--- config.mk ---
export PLATFORM = sky130hd
export DESIGN_NAME = clk_div_n
export DESIGN_NICKNAME = d
export VERILOG_FILES = /design/src/rtl/clk_div_pkg.sv /design/src/rtl/clk_div_negff.sv /design/src/rtl/clk_div_n.sv
export SDC_FILE = /design/constraint.sdc
export NUM_CORES = 1
export LEC_CHECK = 0
export CELL_PAD_IN_SITES_DETAIL_PLACEMENT = 1
export CELL_PAD_IN_SITES_GLOBAL_PLACEMENT = 1
export CORE_MARGIN = 4
export CORE_UTILIZATION = 40
export CTS_CLUSTER_SIZE = 16
export DETAILED_ROUTE_END_ITERATION = 10
export GPL_TIMING_DRIVEN = 0
export PLACE_DENSITY_LB_ADDON = 0.1
export SLEW_MARGIN = 20
export SYNTH_ARGS = -nofsm -noshare
export SYNTH_HDL_FRONTEND = slang
export SYNTH_SLANG_ARGS = --single-unit
--- constraint.sdc ---
create_clock -name clk -period 4.5 [get_ports clk]
set_clock_uncertainty 0.15 [all_clocks]
set_input_delay 1.35 -clock clk [delete_from_list [all_inputs] [get_ports clk]]
set_output_delay 1.35 -clock clk [all_outputs]
set_load 0.005 [all_outputs]
--- src/rtl/clk_div_pkg.sv ---
// Shared constants and the half-period helper for the programmable 50% duty divider.
// Imported by clk_div_n; the negedge flop needs none of it.
package clk_div_pkg;

  localparam int DEF_WIDTH = 8;
  localparam int MIN_DIV   = 2;

  typedef struct packed {
    logic [31:0] half;  // floor(N/2)
    logic        odd;   // N is odd, so the half-cycle stretch flop is needed
  } half_t;

  function automatic half_t half_period(input logic [31:0] n);
    half_t r;
    r.half = {1'b0, n[31:1]};
    r.odd  = n[0];
    return r;
  endfunction

endpackage

--- src/rtl/clk_div_negff.sv ---
// Single-bit falling-edge flop with synchronous active-high clear.
// It stretches the divided clock by half an input cycle for odd divisors.
module clk_div_negff (
  input  logic clk,
  input  logic rst,
  input  logic d,
  output logic q
);

  always_ff @(negedge clk) begin
    if (rst) begin
      q <= 1'b0;
    end else begin
      q <= d;
    end
  end

endmodule

--- src/rtl/clk_div_n.sv ---
// Runtime-programmable integer clock divider, exact 50% duty for odd and even N,
// with a wrap-aligned divisor reload, run enable and a once-per-period tick.
module clk_div_n
  import clk_div_pkg::*;
#(
  parameter int WIDTH       = DEF_WIDTH,
  parameter int DEFAULT_DIV = 5
) (
  input  logic             clk,
  input  logic             rst,
  input  logic             en,
  input  logic [WIDTH-1:0] div_in,
  input  logic             div_load,
  output logic             div_ack,
  output logic             div_err,
  output logic [WIDTH-1:0] div_active,
  output logic [WIDTH-1:0] ph,
  output logic             tick,
  output logic             f
);

  localparam logic [WIDTH-1:0] RST_DIV   = WIDTH'(DEFAULT_DIV);
  localparam logic [WIDTH-1:0] ONE       = WIDTH'(1);
  localparam logic [WIDTH-1:0] MIN_DIV_W = WIDTH'(MIN_DIV);

  // Load handshake: div_load is a one-cycle request with no ready; a legal div_in
  // is held in the pending register (last request wins) until the next period wrap,
  // or the next posedge when idle, where div_ack pulses; an illegal one pulses div_err.

  logic             f_p;
  logic             f_n;
  logic             pend;
  logic [WIDTH-1:0] pend_div;
  logic [WIDTH-1:0] last_ph;
  logic [WIDTH-1:0] ph_next;
  logic [WIDTH-1:0] new_last;
  logic             at_wrap;
  logic             load_ok;
  logic             load_bad;
  logic             apply;
  half_t            cur_h;

  always_comb begin
    cur_h    = half_period(32'(div_active));
    last_ph  = div_active - ONE;
    at_wrap  = (ph == last_ph);
    ph_next  = at_wrap ? '0 : ph + ONE;
    load_ok  = div_load && (div_in >= MIN_DIV_W);
    load_bad = div_load && !load_ok;
    apply    = pend && (at_wrap || !en);
    new_last = pend_div - ONE;
  end

  always_ff @(posedge clk) begin
    if (rst) begin
      div_active <= RST_DIV;
      ph         <= RST_DIV - ONE;
      f_p        <= 1'b0;
      tick       <= 1'b0;
      div_ack    <= 1'b0;
      div_err    <= 1'b0;
      pend       <= 1'b0;
      pend_div   <= RST_DIV;
    end else begin
      div_ack <= apply;
      div_err <= load_bad;
      if (apply) begin
        div_active <= pend_div;
        pend       <= 1'b0;
        tick       <= 1'b0;
        if (en) begin
          // First cycle of the new period; 0 < floor(N/2) for every legal N.
          ph  <= '0;
          f_p <= 1'b1;
        end else begin
          ph  <= new_last;
          f_p <= 1'b0;
        end
      end else if (en) begin
        ph   <= ph_next;
        f_p  <= (32'(ph_next) < cur_h.half);
        tick <= (ph_next == last_ph);
      end else begin
        ph   <= last_ph;
        f_p  <= 1'b0;
        tick <= 1'b0;
      end
      // A request landing on the apply edge survives as the next pending value.
      if (load_ok) begin
        pend     <= 1'b1;
        pend_div <= div_in;
      end
    end
  end

  clk_div_negff u_negff (
    .clk (clk),
    .rst (rst),
    .d   (f_p & cur_h.odd),
    .q   (f_n)
  );

  assign f = f_p | f_n;

endmodule

Word level (Yosys, flattened, before mapping):

Cells that the tools add are included.
Widths: inputs -> output; s select.

* register bits: 30
* input bits: 12
* output and inout bits: 20
* word-level logic and storage cells: 36

* add/subtract/negate cells: 3
* reduce and logical (&&, ||, !) cells: 8
* muxes and demuxes: 9
* bitwise gates (word level): 3
* equal/unequal tests: 2
* $lt $le $gt $ge: 2

Operators by type and width (count)
* $mux 8: 4
* $eq 8x8->1: 2
* $sub 8x1->8 const B: 2
* $add 8x1->8 const B: 1
* $ge 8x2->1 const B: 1
* $lt 8x7->1: 1
* $mux 1: 5
* $logic_and 1x1->1: 3
* $reduce_or 3->1: 1
* $logic_not 1->1: 2
* $reduce_bool 2->1: 1
* $and 1x1->1: 1
* $logic_or 1x1->1: 1
* $not 1->1: 1
* $or 1x1->1: 1

Depth between registers and ports, before layout:

Gate-level depths: netlist (run 1).

* word-level depth: 6
* gate-level depth with buffers: 16
* depth with buffers taken out: 15

Hierarchy:

A second synthesis (run 1) with hierarchy kept.

* cells, all modules: 236
* area, all modules: 1999.4 um^2

By module, submodules not included
* clk_div_n: cells an instance 233, area each 1961.9 um^2, instances 1, seq. area each 580.6 um^2
* clk_div_negff: cells an instance 3, area each 37.5 um^2, instances 1, seq. area each 20.0 um^2

==> flow_summary.yaml, run 1 <==
cells_and_area:
  drive_gt1_share_pct: 5.02
  seq_area_um2: 601
  fin_util_pct: 52.1
  area_delta_synth_final_pct: 24.6
  multiInputGateArea_um2: 1260
  fillCellCount: 599
  diodes: 0
  fin_nets: 300
sta:
  drv_slew: 0
  finalHoldViolCount: 0
  setup_ws_ps: -209
  tightest_slew_ps: 750
  tns_ps: -209
  slew_headroom_pct: 48.7
  rsz0062_at_grt: "yes"
  setup_viol: 1
worst_setup_path:
  reg2reg_from: "div_active[0]"
  critPathKind: "reg -> out"
  crit_arrival_ps: 3210
  max_stage_delay_ps: 290
  start_kind: "flop"
  required_ps: 3000
  r2r_end: "f_p"
  cp_max_fo: 1
  crit_family: "flip-flops"
  worst-path-buf-inv: 1
  slowest_stage: "dfxtp_1"
  worstSetupEndpointType: "primary output"
  path_cells: "or2_4 -> buf_6"
  reg2reg_depth: 16
  ff2ff_setup_slack_ps: 730
logic_synthesis:
  synth_top_area_share_pct: 30.2
  ys_async_sr_fraction_pct: 0
  synth_area_um2: 1990
  syn_area_per_cell_um2: 8.17
  ys.flop_type: "dfxtp_1"
  ys_top_cells_by_area: "dfxtp_1 (30%), nor2_1 (6.0%), xnor2_1 (5.7%)"
  synth_top_family_by_area: "simple AND/OR/NAND/NOR gates"
  ys_types: 45
  synth_edf_count: 0
  netlist_instances: 243
  synth_xor_area_share_pct: 14.2
  synth_top_cells_by_count: "nor2_1 (32), dfxtp_1 (30), nand2_1 (22)"
  synth_compound_area_share_pct: 18.2
  ys_warn_count: 0
  ys_seq_elements: 30
  synth-adder-area-share_pct: 5.67
  yosys.area.top_type: "dfxtp_1"
  synth.most_common_cell: "nor2_1"
  synth_simple_gate_area_share_pct: 21.7
  syn-num-nets: 264
  synthMuxAreaShare_pct: 3.59
  seq_area_frac_synth_pct: 30.2
clocking:
  cts.path.max_buffers: 2
  clk_latency_ps: 290
  cts_setup_buffers: 0
  cts_tree: "done"
  clkSinkCount: 30
  clk_pin_slew_ps: 60
  numCtsBuffers: 5
  htreeDepth: 2
  hold_buffers: 0
  clockRootBuffer: "clkbuf_8"
floorplanning:
  initial_utilization_pct: 41.8
  num_rows: 25
  boundaryPins: 32
  dieArea_um2: 6160
  die_y_um: 78.5
  die_x_um: 78.5
  core_um2: 4750
grt:
  overflow: 0
  grt_pass1_wl_um: 10500
  grt_usage_pct: 22.0
  grt_pass1_vias: 2020
  antenna_found_initial: 0
  grt_max_degree: 12
route:
  drt_first_pass_iters: 6
  drt_wl_total_um: 6020
  via_per_inst: 5.57
  wl_per_cell_um: 17.4
  final_antenna_net_count: 0
  vias: 1928
  dr.first_iter.drc_count: 121
  remaining_drc_errors: 0
place:
  io_buffers: 30
  routabilityCongestion: 0.858
  hpwl_um: 4600
job:
  maxCapViolations: 0
power:
  vdd_drop_max_uv: 181
  total_power_uw: 885
  leakagePower_nw: 1.01
  p_per_area_nw_per_um2: 358
min_path:
  worst_hold_path.endpoint: "pend_div[7]"
  min_from: "pend_div[7]"
  hp-class: "reg -> reg"
  hold_path_depth: 2
run_status:
  violations: "negative setup slack"
  status: "finished with violations"
==> layout make-up <==
type,instances,area share (%)
plain buffers,10,2.02
clock buffers,5,2.78
repair buffers,30,12.1
clock inverters,3,1.52
well taps,67,3.39
inverters,19,2.88
flip-flops and latches,30,24.3
multi-input cells,182,51.0
==> worst max path at each step <==
| stage | startpoint | endpoint | slack, ps | cells past startpoint |
|---|---|---|---|---|
| finish | u_negff.q | f | -210 | 2 |
| global route | u_negff.q | f | -240 | 2 |
| CTS | u_negff.q | f | -220 | 2 |
| detailed placement | rst | u_negff.q | -880 | 4 |
| global placement | rst | u_negff.q | -870 | 4 |
| floorplan | rst | u_negff.q | 20 | 3 |
==> layout by cell type (no fill, tap or decap), types with 2 or more instances in the layout <==
master           synthesis  routed
mux2i_1                  6       6
nor2_1                  32      32
xor2_1                   9       9
a21o_1                   3       3
dfxtp_1                 30      30
a211oi_1                 9       9
ha_1                     9       9
a21oi_1                 13      13
a211o_1                  4       4
xnor2_1                 13      13
clkbuf_1                 8       7
nor2b_1                  4       4
clkdlybuf4s50_1          0      28
nor4_1                   5       5
nor3_1                   3       3
o21a_1                   2       2
o22ai_1                  3       3
clkbuf_8                 0       5
o21ai_0                  3       3
and4_1                   2       2
a22oi_1                  3       3
and2_1                   4       4
nor3b_1                  2       2
o211ai_1                 2       2
buf_6                    1       2
nand3_1                  5       5
xnor3_1                  4       4
inv_1                   20      20
a31oi_1                  5       5
nand2_1                 22      22
==> logic make-up (layout without fill, tap and decap cells) <==
logic type / after synthesis / count (layout)
DFF: 30 / 30
AOI/OAI and AO/OA: 53 / 53
adders and majority gates: 9 / 9
muxes: 7 / 7
buffers and inverters: 31 / 67
and+or+nand+nor: 87 / 87
xor gates and xnor gates: 26 / 26
==> flip-flops by register name (all words and copies together) (netlist names) <==
signal,count
pend,1
div_active,8
div_ack,1
pend_div,8
tick,1
f_p,1
div_err,1
ph,8
u_negff.q,1
==> power breakdown <==
group | leakage [nW] | total (mW) | switching [mW] | internal, mW
Sequential | 0.246 | 0.311 | 0.0253 | 0.286
Clock | 0.0570 | 0.273 | 0.112 | 0.161
Combinational | 0.712 | 0.301 | 0.161 | 0.140
Total | 1.01 | 0.885 | 0.298 | 0.587
==> tightest hold or removal path: cells and delay by family (launching register included) <==
family | cells | cell delay, ps
AO/OA/AOI/OAI | 1 | 50
flip-flops | 1 | 330
AND/OR/NAND/NOR | 1 | 70
==> repair_timing <==
action                     in CTS  in global routing
setup endpoints to repair       2                  1
resized for setup               9                  0
gates cloned                    0                  0
==> through the flow <==
| stage | hold slack (ps) | setup slack [ps] | instances | area (um^2) |
|---|---|---|---|---|
| floorplan | 312 | 20.9 | 243 | 1990 |
| global placement | 337 | -875 | 340 | 2370 |
| detailed placement | 347 | -879 | 340 | 2370 |
| CTS | 359 | -220 | 346 | 2470 |
| global route | 401 | -238 | 346 | 2470 |
| finish | 352 | -209 | 346 | 2470 |
==> layer usage <==
layer | wire (um) | share of wire, % | track usage [%]
met5 | 0 | 0 | 0
met4 | 93 | 1.5 | 6.64
met3 | 301 | 5.0 | 5.16
met2 | 2740 | 46 | 34.9
met1 | 2880 | 48 | 29.6
(Power assumes the default switching activity.)
==> run 2, diff against run 1 <==
CAP_MARGIN = 5   (was not set)
SKIP_CTS_REPAIR_TIMING = 1   (was not set)
==> run 2 against run 1 <==
  * The run still ends with negative setup slack left
  * Final area grew 0.15%
  * Combinational power is essentially flat
  * Register-to-register slack lost 20 ps
  * Sequential share of layout area is essentially flat
  * Clock power is essentially flat
  * Die area is the same
  * Worst hold slack lost 2.7 ps
  * Highest routed layer unchanged
==> flow_summary.yaml, run 2 (synthesis results as in run 1) <==
clocking:
  clockRootBuffer: "clkbuf_8"
  clkSinkCount: 30
  numCtsBuffers: 5
  clk_latency_ps: 290
  htreeDepth: 2
  cts.path.max_buffers: 2
  cts_tree: "done"
  clk_pin_slew_ps: 60
worst_setup_path:
  path_cells: "or2_4 -> clkbuf_2"
  max_stage_delay_ps: 290
  r2r_end: "f_p"
  reg2reg_depth: 16
  critPathKind: "reg -> out"
  crit_start: "u_negff.q"
  cp_max_fo: 1
  cp-endpoint: "f"
  slowest_stage: "dfxtp_1"
  worstSetupEndpointType: "primary output"
  reg2reg_from: "div_active[0]"
  crit_arrival_ps: 3200
  required_ps: 3000
  ff2ff_setup_slack_ps: 710
  start_kind: "flop"
sta:
  hold_slack_ps: 349
  finalHoldViolCount: 0
  setup_ws_ps: -197
  tightest_slew_ps: 800
  slew_headroom_pct: 45.3
  drv_slew: 0
  rsz0062_at_grt: "yes"
  setup_viol: 1
floorplanning:
  boundaryPins: 32
  core_um2: 4750
  die_x_um: 78.5
  num_rows: 25
  initial_utilization_pct: 41.8
  die_y_um: 78.5
  dieArea_um2: 6160
cells_and_area:
  reg.largest.list: "div_active: 8 flops, pend_div: 8 flops, ph: 8 flops"
  fillCellCount: 602
  drive_gt1_share_pct: 5.36
  fin_nets: 301
  layout_commonest_cell: "nor2_1"
  fin_util_pct: 52.1
  diodes: 0
  final_cell_mix: "nor2_1 (32), dfxtp_1 (30), clkdlybuf4s50_1 (29)"
  area_delta_synth_final_pct: 24.8
route:
  vias: 1930
  dr.first_iter.drc_count: 129
  remaining_drc_errors: 0
  final_antenna_net_count: 0
  drt_first_pass_iters: 4
  wl_per_cell_um: 17.3
  drt_wl_total_um: 5990
  via_per_inst: 5.56
grt:
  grt_usage_pct: 22.0
  grt_pass1_wl_um: 10500
  grt_max_degree: 11
  antenna_found_initial: 0
  overflow: 0
  grt_pass1_vias: 2022
min_path:
  hp-class: "reg -> reg"
place:
  io_buffers: 30
  routabilityCongestion: 0.858
  post-place-ws_ps: -879
  hpwl_um: 4600
run_status:
  violations: "negative setup slack"
  status: "finished with violations"
power:
  leakagePower_nw: 1.02
  p_per_area_nw_per_um2: 356
  vdd_drop_max_uv: 178
job:
  maxCapViolations: 0
-- run 2: cell count changes in the layout (fill, tap and decap cells not counted) --
cell,delta
clkbuf_2,+1
buf_4,-1
buf_2,+1
dlygate4sd2_1,-1
clkdlybuf4s50_1,+1
-- run 2: critical path: cells and delay by family, from the launching register on --
kind / cells / cell delay, ps
and+or+nand+nor: 1 / 210
buffers and inverters: 1 / 110
DFF: 1 / 290
-- run 2: final cells by class --
type	instances	area, um^2	share of cell area, %
Inverter	19	71.3	2.88
Clock inverter	3	37.5	1.51
Multi-Input combinational cell	182	1260	50.9
Timing Repair Buffer	30	295	11.9
Sequential cell	30	601	24.2
Tap cell	67	83.8	3.38
Buffer	11	58.8	2.37
Clock buffer	5	68.8	2.78
-- run 2: per-layer routing --
metal	routed length [um]	vias up	global-route usage [%]	part of all wire [%]
li1	-	924	-	-
met1	2810	952	29.6	47
met2	2780	43	34.9	46
met3	322	11	5.16	5.4
met4	75	0	6.64	1.3
met5	0	-	0	0
-- run 2: power by group --
group          switching [mW]  internal (mW)
clock network           0.111          0.161
registers              0.0250          0.286
logic                   0.162          0.138
total                   0.298          0.585
-- run 2: metrics by stage --
stage	power [mW]	cells	cell area [um^2]	setup TNS (ps)
detailed placement	0.612	340	2370	-1120
finish	0.883	347	2480	-197
CTS	0.885	347	2470	-1130
global placement	0.608	340	2370	-1110
global route	0.937	347	2480	-235
floorplan	0.511	243	1990	0
-- run 2: worst min-delay path by stage --
| stage | startpoint | endpoint | cells after the start |
|---|---|---|---|
| after floorplan | pend_div[7] | pend_div[7] | 2 |
| after global placement | pend_div[7] | pend_div[7] | 2 |
| after detailed placement | pend_div[7] | pend_div[7] | 2 |
| after CTS | pend_div[7] | pend_div[7] | 2 |
| after global routing | pend_div[5] | pend_div[5] | 2 |
| final | pend_div[7] | pend_div[7] | 2 |
==> run 3, diff against run 2 <==
CORE_MARGIN = 1.5   (was 4)
GPL_TIMING_DRIVEN = not set   (was 0)
==> run 3 against run 2 <==
  * The flow still finishes with violations (negative setup slack)
  * Clock power decreased by 12%
  * Core utilization decreased by 0.71 points
  * Sequential share of layout area increased by 0.33 points
  * Final area decreased by 1.4%
  * Wire length decreased by 5.4%
  * Flip-flop and latch count unchanged
  * Cell count decreased by 1.7%
  * Setup slack improved by 0.80 ps
  * Largest power group unchanged
  * Critical path depth unchanged
  * Die area decreased by 12%
  * Critical path type unchanged
  * Non-clock buffer count decreased by 7
  * Global-route usage increased by 0.73 points
==> flow_summary.yaml, run 3 (synthesis results as in run 1) <==
route:
  dr.first_iter.drc_count: 97
  remaining_drc_errors: 0
  final_antenna_net_count: 0
  drt_wl_total_um: 5660
  via_per_inst: 5.40
  vias: 1843
  wl_per_cell_um: 16.6
  drt_first_pass_iters: 4
place:
  post-place-ws_ps: -231
  hpwl_um: 4350
  io_buffers: 31
  place_area_um2: 2350
  routabilityCongestion: 0.920
worst_setup_path:
  critPathKind: "reg -> out"
  crit_arrival_ps: 3200
  cp_max_fo: 1
  ff2ff_setup_slack_ps: 720
  start_kind: "flop"
  r2r_end: "f_p"
  required_ps: 3000
  reg2reg_depth: 15
  cp-endpoint: "f"
  crit_start: "u_negff.q"
  reg2reg_from: "div_active[0]"
  worstSetupEndpointType: "primary output"
clocking:
  htreeDepth: 2
  cts_tree: "done"
  cts.path.max_buffers: 2
  clkSinkCount: 30
  numCtsBuffers: 5
  clk_pin_slew_ps: 60
  clk_latency_ps: 290
  clockRootBuffer: "clkbuf_8"
sta:
  tightest_slew_ps: 770
  drv_slew: 0
  setup_viol: 1
  finalHoldViolCount: 0
  rsz0062_at_grt: "yes"
  slew_headroom_pct: 47.3
  setup_ws_ps: -196
floorplanning:
  die_x_um: 73.5
  core_um2: 4750
  dieArea_um2: 5400
  boundaryPins: 32
  num_rows: 25
  die_y_um: 73.5
  initial_utilization_pct: 41.8
grt:
  grt_usage_pct: 22.8
  grt_max_degree: 29
  grt_pass1_vias: 1831
  antenna_found_initial: 0
  overflow: 0
  grt_pass1_wl_um: 9230
cells_and_area:
  fin_util_pct: 51.4
  area_delta_synth_final_pct: 23.1
  fillCellCount: 587
  final_area_um2: 2440
  drive_gt1_share_pct: 5.84
  final_cell_mix: "nor2_1 (32), dfxtp_1 (30), clkdlybuf4s50_1 (30)"
  diodes: 0
  layout_commonest_cell: "nor2_1"
  fin_nets: 294
  reg.largest.list: "div_active: 8 flops, pend_div: 8 flops, ph: 8 flops"
power:
  vdd_drop_max_uv: 153
  leakagePower_nw: 1.00
  total_power_uw: 838
  p_per_area_nw_per_um2: 343
job:
  maxCapViolations: 0
run_status:
  status: "finished with violations"
  violations: "negative setup slack"
min_path:
  hp-class: "reg -> reg"
-- run 3: changes by cell type in the layout (fill, tap and decap cells not counted) --
cell | before | now
buf_2 | 2 | 0
clkbuf_8 | 5 | 6
clkdlybuf4s50_1 | 29 | 30
buf_4 | 0 | 3
clkinvlp_4 | 0 | 1
clkinvlp_2 | 0 | 1
clkinv_1 | 1 | 0
bufinv_16 | 1 | 0
clkbuf_1 | 7 | 0
buf_6 | 2 | 0
-- run 3: cell type report --
cell class	instances	area [um^2]	share of cell area, %
Tap cell	67	83.8	3.43
Multi-Input combinational cell	182	1260	51.6
Clock inverter	3	16.3	0.665
Inverter	19	71.3	2.92
Sequential cell	30	601	24.6
Timing Repair Buffer	34	328	13.4
Clock buffer	6	82.6	3.38
-- run 3: where the power goes --
part | total, mW | internal (mW) | leakage, nW | switching [mW]
combinational | 0.285 | 0.135 | 0.706 | 0.150
clock | 0.238 | 0.124 | 0.0487 | 0.114
sequential | 0.315 | 0.286 | 0.246 | 0.0297
-- run 3: worst min path at each step --
| stage | cells past startpoint | startpoint | endpoint |
|---|---|---|---|
| CTS | 2 | pend_div[5] | pend_div[5] |
| floorplan | 2 | pend_div[7] | pend_div[7] |
| finish | 2 | pend_div[5] | pend_div[5] |
| global placement | 2 | pend_div[7] | pend_div[7] |
| detailed placement | 2 | pend_div[5] | pend_div[5] |
| global route | 2 | pend_div[5] | pend_div[5] |
-- run 3: critical path, stage by stage (launching register included) --
cell      delay (ps)
dfxtp_1          280
or2_4            220
clkbuf_2         110
-- run 3: metrics by stage --
stage               hold slack (ps)  TNS [ps]  cells
floorplan                       312         0    243
global placement                336      -227    333
detailed placement              350      -231    333
CTS                             359      -592    341
global route                    389      -213    341
finish                          359      -196    341
-- run 3: metal layers --
layer  part of all wire [%]  GRT usage [%]
met2                     47           37.9
met1                     47           30.2
met4                    1.1           6.38
met5                      0              0
met3                    4.5           3.84
